==> src/rtl/imm_ext_pipe.sv <==
// Immediate extender feeding a 2-entry elastic FIFO between ID and EX.
// Ports:
//   clk, reset          - clock, synchronous active-high reset
//   flush               - synchronous squash of all buffered entries
//   in_valid/in_ready   - producer handshake; in_imm, in_op, in_tag are the payload
//   out_valid/out_ready - consumer handshake; out_data, out_tag show the head entry
//   occupancy           - number of buffered entries (0..2)
module imm_ext_pipe #(
   parameter int unsigned IN_W     = 16,
   parameter int unsigned OUT_W    = 32,
   parameter int unsigned BR_SHIFT = 2,
   parameter int unsigned TAG_W    = 5
) (
   input  logic             clk,
   input  logic             reset,
   input  logic             flush,
   input  logic             in_valid,
   output logic             in_ready,
   input  logic [IN_W-1:0]  in_imm,
   input  logic [1:0]       in_op,
   input  logic [TAG_W-1:0] in_tag,
   output logic             out_valid,
   input  logic             out_ready,
   output logic [OUT_W-1:0] out_data,
   output logic [TAG_W-1:0] out_tag,
   output logic [1:0]       occupancy
);

   localparam int unsigned EXT_W = OUT_W - IN_W;

   localparam logic [1:0] OP_SIGN  = 2'd0;
   localparam logic [1:0] OP_ZERO  = 2'd1;
   localparam logic [1:0] OP_UPPER = 2'd2;
   localparam logic [1:0] OP_BR    = 2'd3;

   logic [OUT_W-1:0] sext_c;
   logic [OUT_W-1:0] ext_c;
   logic             accept_c;
   logic             pop_c;

   logic [1:0]       occ_q, occ_d;
   logic             wr_ptr_q, wr_ptr_d;
   logic             rd_ptr_q, rd_ptr_d;
   logic [OUT_W-1:0] data_q [2];
   logic [OUT_W-1:0] data_d [2];
   logic [TAG_W-1:0] tag_q  [2];
   logic [TAG_W-1:0] tag_d  [2];

   // Extension datapath; the upper-mode concatenation is exactly OUT_W wide.
   always_comb begin
      sext_c = {{EXT_W{in_imm[IN_W-1]}}, in_imm};
      ext_c  = '0;
      case (in_op)
         OP_SIGN:  ext_c = sext_c;
         OP_ZERO:  ext_c = {{EXT_W{1'b0}}, in_imm};
         OP_UPPER: ext_c = {in_imm, {EXT_W{1'b0}}};
         OP_BR:    ext_c = sext_c << BR_SHIFT;
         default:  ext_c = sext_c;
      endcase
   end

   // Handshake signals depend only on registered state (and reset gating).
   assign in_ready  = (occ_q != 2'd2) && !reset;
   assign out_valid = (occ_q != 2'd0) && !reset;
   assign out_data  = reset ? '0 : data_q[rd_ptr_q];
   assign out_tag   = reset ? '0 : tag_q[rd_ptr_q];
   assign occupancy = occ_q;

   // Flush drops any offered entry, so it also blocks the write.
   assign accept_c = in_valid && in_ready && !flush;
   assign pop_c    = out_valid && out_ready;

   // Next-state for pointers, occupancy and storage.
   always_comb begin
      occ_d    = occ_q;
      wr_ptr_d = wr_ptr_q;
      rd_ptr_d = rd_ptr_q;
      data_d   = data_q;
      tag_d    = tag_q;

      if (accept_c) begin
         data_d[wr_ptr_q] = ext_c;
         tag_d[wr_ptr_q]  = in_tag;
         wr_ptr_d         = ~wr_ptr_q;
      end
      if (pop_c) begin
         rd_ptr_d = ~rd_ptr_q;
      end

      case ({accept_c, pop_c})
         2'b10:   occ_d = occ_q + 2'd1;
         2'b01:   occ_d = occ_q - 2'd1;
         default: occ_d = occ_q;
      endcase

      if (flush) begin
         occ_d    = 2'd0;
         wr_ptr_d = 1'b0;
         rd_ptr_d = 1'b0;
      end
   end

   // State register; reset clears the stored entries as well.
   always_ff @(posedge clk) begin
      if (reset) begin
         occ_q     <= 2'd0;
         wr_ptr_q  <= 1'b0;
         rd_ptr_q  <= 1'b0;
         data_q[0] <= '0;
         data_q[1] <= '0;
         tag_q[0]  <= '0;
         tag_q[1]  <= '0;
      end else begin
         occ_q     <= occ_d;
         wr_ptr_q  <= wr_ptr_d;
         rd_ptr_q  <= rd_ptr_d;
         data_q[0] <= data_d[0];
         data_q[1] <= data_d[1];
         tag_q[0]  <= tag_d[0];
         tag_q[1]  <= tag_d[1];
      end
   end

endmodule

==> config.mk <==
export PLATFORM = sky130hd
export DESIGN_NAME = imm_ext_pipe
export DESIGN_NICKNAME = d
export VERILOG_FILES = /design/src/rtl/imm_ext_pipe.sv
export SDC_FILE = /design/constraint.sdc
export NUM_CORES = 1
export LEC_CHECK = 0
export ABC_AREA = 1
export CORE_MARGIN = 1.5
export CORE_UTILIZATION = 57
export CTS_CLUSTER_SIZE = 14
export DETAILED_ROUTE_END_ITERATION = 6
export PLACE_DENSITY = 0.92
export SLEW_MARGIN = 20
export SYNTH_ARGS = -nofsm -noshare
export SYNTH_HDL_FRONTEND = slang
export SYNTH_SLANG_ARGS = --single-unit
export TNS_END_PERCENT = 100
==> constraint.sdc <==
create_clock -name clk -period 4.3 [get_ports clk]
set_clock_uncertainty 0.15 [all_clocks]
set_input_delay 0.86 -clock clk [delete_from_list [all_inputs] [get_ports clk]]
set_output_delay 0.86 -clock clk [all_outputs]
set_load 0.05 [all_outputs]
== After elaboration in Yosys (flattened, before gate mapping) ==
Index checks and enable logic that the tools add are counted.
Storage, ports and cells
  bits in registers: 78
  output and inout port bits: 41
Operators by class
  add/subtract/negate cells: 2
  $lt $le $gt $ge: 3
  eq/ne operators: 6
  multiplexer cells: 16
  bitwise operators: 4
  reductions and logical operators: 12
Operators by type and width (number)
  32-bit 2-to-1 mux: 5
  32-bit case mux with 4 select lines: 1
  64-bit bitwise mux: 1
  32-bit demux with 1-bit select: 1
  5-bit 2-to-1 mux: 5
  10-bit bitwise mux: 1
  2-bit equality test (second input constant): 3
  1-bit logical AND: 6
  5-bit demux with 1-bit select: 1
  2-bit by 1-bit equality test with 1-bit output (second input constant): 2
  2-bit >= comparator (second input constant): 2
  1-bit inverter with 2-bit output: 2
  2-bit case mux with 2 select lines: 1
  2-bit nonzero test: 2
  2-bit by 1-bit adder with 2-bit output (second input constant): 1
  1-bit zero test: 2
  2-bit zero test: 1
  2-bit by 1-bit < comparator with 1-bit output (second input constant): 1
  2-bit inequality test (second input constant): 1
  1-bit inverter: 2
  2-bit OR reduction: 1
  2-bit by 1-bit subtractor with 2-bit output (second input constant): 1

== Logic depth before layout (Yosys ltp) ==
  word-level depth: 6
  gate-level depth with buffers: 9

== Least setup slack after synthesis ==
Ideal clock, no wire load.
  path type: input -> output
  start: input reset
  end: output out_data[10]
  arrival time: 2.182 ns
  required time: 3.290 ns
  slack: 1.108 ns
  stages: 5
  cell sequence: inv_1 > buf_2 > clkbuf_1 > o21ai_0 > a21oi_1
On the way
  cells in the longest elaborated chain, start to end: 1
Ends and longest elaborated chain
  start: declaration: line 15  | input logic reset,
  32-bit 2-to-1 mux: line 65  | assign out_data = reset ? '0 : data_q[rd_ptr_q];
  end: declaration: line 24  | output logic [OUT_W-1:0] out_data,
Every way passes these cells.

== Worst setup path after layout ==
  start: input reset
  end: output out_data[29]
Same word-level chain as after synthesis.

==> out/results.ini <==
[pwr]
p_per_area_nw_per_um2 = 320.1
p_seq_share_pct = 47.1
cellLeakagePower_uw = 0.002638
swShare_pct = 27.17
p_clk_share_pct = 37.5
power_switching_uw = 434.2
combPwrFrac_pct = 15.3
irDropWorstVdd_uv = 196.1
p_int_uw = 1164

[logic_synthesis]
ys_top_cells_by_area = dfxtp_1, nor2_1, nand2_1
yosys_register_bits = 78
async_flop_share_pct = 0
synth_top_area_cell = dfxtp_1
ys.flop_type = dfxtp_1
syn-num-nets = 695
synth_top_cell_area_share_pct = 38.66
netlist_area_um2 = 4039
synth_cell_types = 18
synth-edff-count = 0
synth_common_cells = nor2_1, nand2_1, inv_1
synth.yosys.seq_area_share_pct = 38.66
yosys.cell_count.top_type = nor2_1
synthCells = 666
synth_area_per_cell_um2 = 6.064
ys_warn_count = 0

[cells_and_area]
drive_gt1_share_pct = 7.832
area_growth_pct = 23.61
finish.utilization_pct = 73.08
antennaDiodeCount = 0
multi_input_area_um2 = 1878
seq_area_um2 = 1563
fill_cells = 559
nets = 739

[clock_tree]
ctsHoldBuffers = 0
cts_root_buf = clkbuf_8
htree_levels = 3
post_cts_resize_count = 0
clock_latency_ns = 0.36
clkTransAtPathRegs_ns = 0.08
cts_made_buffers = 9
postCtsSetupBuffers = 0
clock_path_buffers = 2
cts_tree = built
clock-sinks = 78

[detailed_routing]
route.met2.wl_um = 4890
vias_per_cell = 5.131
drc = 0
wl_met3_um = 840
routedWlPerCell_um = 12.61
routed_wl_um = 10220
drtPass1Iterations = 7
drtIter0Drc = 437
vias = 4161
ant_nets = 0
top_layer_used = met4
routedLengthMet1_um = 4291

[timing]
clock.fmax_mhz = 251.0
period_share_pct = 92.67
fin_tns_setup_ns = 0
finalSetupViolCount = 0
rsz0062_at_grt = false
drv_slew = 0
worst-slew-pin-transition_ns = 0.7348
hold_viol_final = 0
fin_crit_ns = 3.985
slew-limit-headroom_pct = 51.01

[global_routing]
antenna_found_initial = 0
grt.overflow.total = 0
grt_max_degree = 75
grt_pass1_vias = 3813
grt_pass1_wl_um = 17030
grt_usage_pct = 28.59

[run_status]
status = completed

[critical_path]
r2r-end = data_q[52]
cp-end-kind = primary output
cp.arrival_ns = 2.97
cp_cell_sequence = clkdlybuf4s50_1 > inv_2 > buf_4 > o21ai_0 > a21oi_1 > buf_12
crit_slowest_cell = clkdlybuf4s50_1
path_buf_inv = 4
start_kind = input port
critPathKind = in -> out
ff2ff_setup_slack_ns = 2.47
r2r_cells = 6
crit_path_max_fanout = 46
max_stage_delay_ns = 0.51
r2r-start = occupancy[1]
cp_data_required_time_ns = 3.29
cp_top_family = buffers and inverters

[die]
dieArea_um2 = 7599
io_pins = 69
core_um2 = 6832
die_x_um = 87.18
fp.dieH_um = 87.18
start_util_pct = 59.12
rows = 30

[placement]
detailed_place_hpwl_um = 7010
place.port_buffers = 68
place_congestion = 0.9587

[hold_path]
min_path_type = reg -> reg
worstHoldEndpoint = wr_ptr_q
hold_path_depth = 2
hold_start = wr_ptr_q

[job]
cap_viol_max_count = 0

-- power by group through the flow --
stage,Sequential [uW],Combinational [uW],Clock (uW)
floorplan,767,156,0
global placement,769,234,0
detailed placement,770,241,0
CTS,753,243,603
global route,756,267,641
finish,753,245,600
-- worst reg2reg max path: cells and delay by family, from the launching register on --
family                 cells  cell delay [ns]
AND/OR/NAND/NOR            5             0.55
flip-flops                 1             0.43
buffers and inverters      1             0.59
-- cell families after synthesis --
family | after synthesis | share of synthesized area (%)
buffers and inverters | 142 | 14.84
DFF | 78 | 38.66
and+or+nand+nor | 351 | 34.08
adders and majority gates | 1 | 0.3097
AOI/OAI and AO/OA | 94 | 12.11
-- registers in the layout, summed over array words and instances, names as in the netlist --
name       count
data_q        64
tag_q         10
occupancy      2
rd_ptr_q       1
wr_ptr_q       1
-- metal layers --
layer | track usage (%) | vias up
met5 | 0 | -
met4 | 10.68 | 0
met3 | 7.583 | 19
met2 | 47.29 | 167
met1 | 35.79 | 1874
li1 | - | 2101
-- final cells by class --
class / count / area share, %
Multi-Input combinational cell: 446 / 37.62
Clock buffer: 14 / 3.659
Sequential cell: 78 / 31.30
Tap cell: 96 / 2.406
Inverter: 98 / 7.368
Timing Repair Buffer: 77 / 16.89
Clock inverter: 2 / 0.7519
-- per-stage QoR --
| step | std cells | hold WS, ns | instance area, um^2 | worst slack, ns | total power (uW) |
|---|---|---|---|---|---|
| final | 811 | 0.3372 | 4992 | 0.3152 | 1598 |
| after global placement | 795 | 0.3018 | 4772 | 0.4223 | 1002 |
| after floorplan | 666 | 0.2915 | 4039 | 1.108 | 923.0 |
| after global routing | 811 | 0.3643 | 4992 | 0.1733 | 1663 |
| after CTS | 811 | 0.3375 | 4992 | 0.3318 | 1599 |
| after detailed placement | 795 | 0.3269 | 4772 | 0.3787 | 1011 |
-- cells in the final DEF, fill, tap and decap left out, types with 14 or more instances in the layout --
master | Yosys | routed
dfxtp_1 | 78 | 77
o21ai_0 | 39 | 39
nor2_1 | 157 | 157
nand3_1 | 33 | 33
nand2_1 | 156 | 156
o22ai_1 | 14 | 14
buf_4 | 3 | 23
a21oi_1 | 40 | 40
clkdlybuf4s50_1 | 0 | 41
inv_1 | 97 | 96
-- worst max path at each step --
| stage | from | to | slack (ns) | cells past startpoint |
|---|---|---|---|---|
| 2_1_floorplan | reset | out_data[10] | 1.11 | 5 |
| 3_3_place_gp | reset | out_data[4] | 0.42 | 5 |
| 3_5_place_dp | reset | out_tag[0] | 0.38 | 5 |
| 4_1_cts | reset | out_data[29] | 0.33 | 6 |
| 5_1_grt | reset | out_data[29] | 0.17 | 6 |
| 6_report | reset | out_data[29] | 0.32 | 6 |
Power figures use the tool's default switching activity.
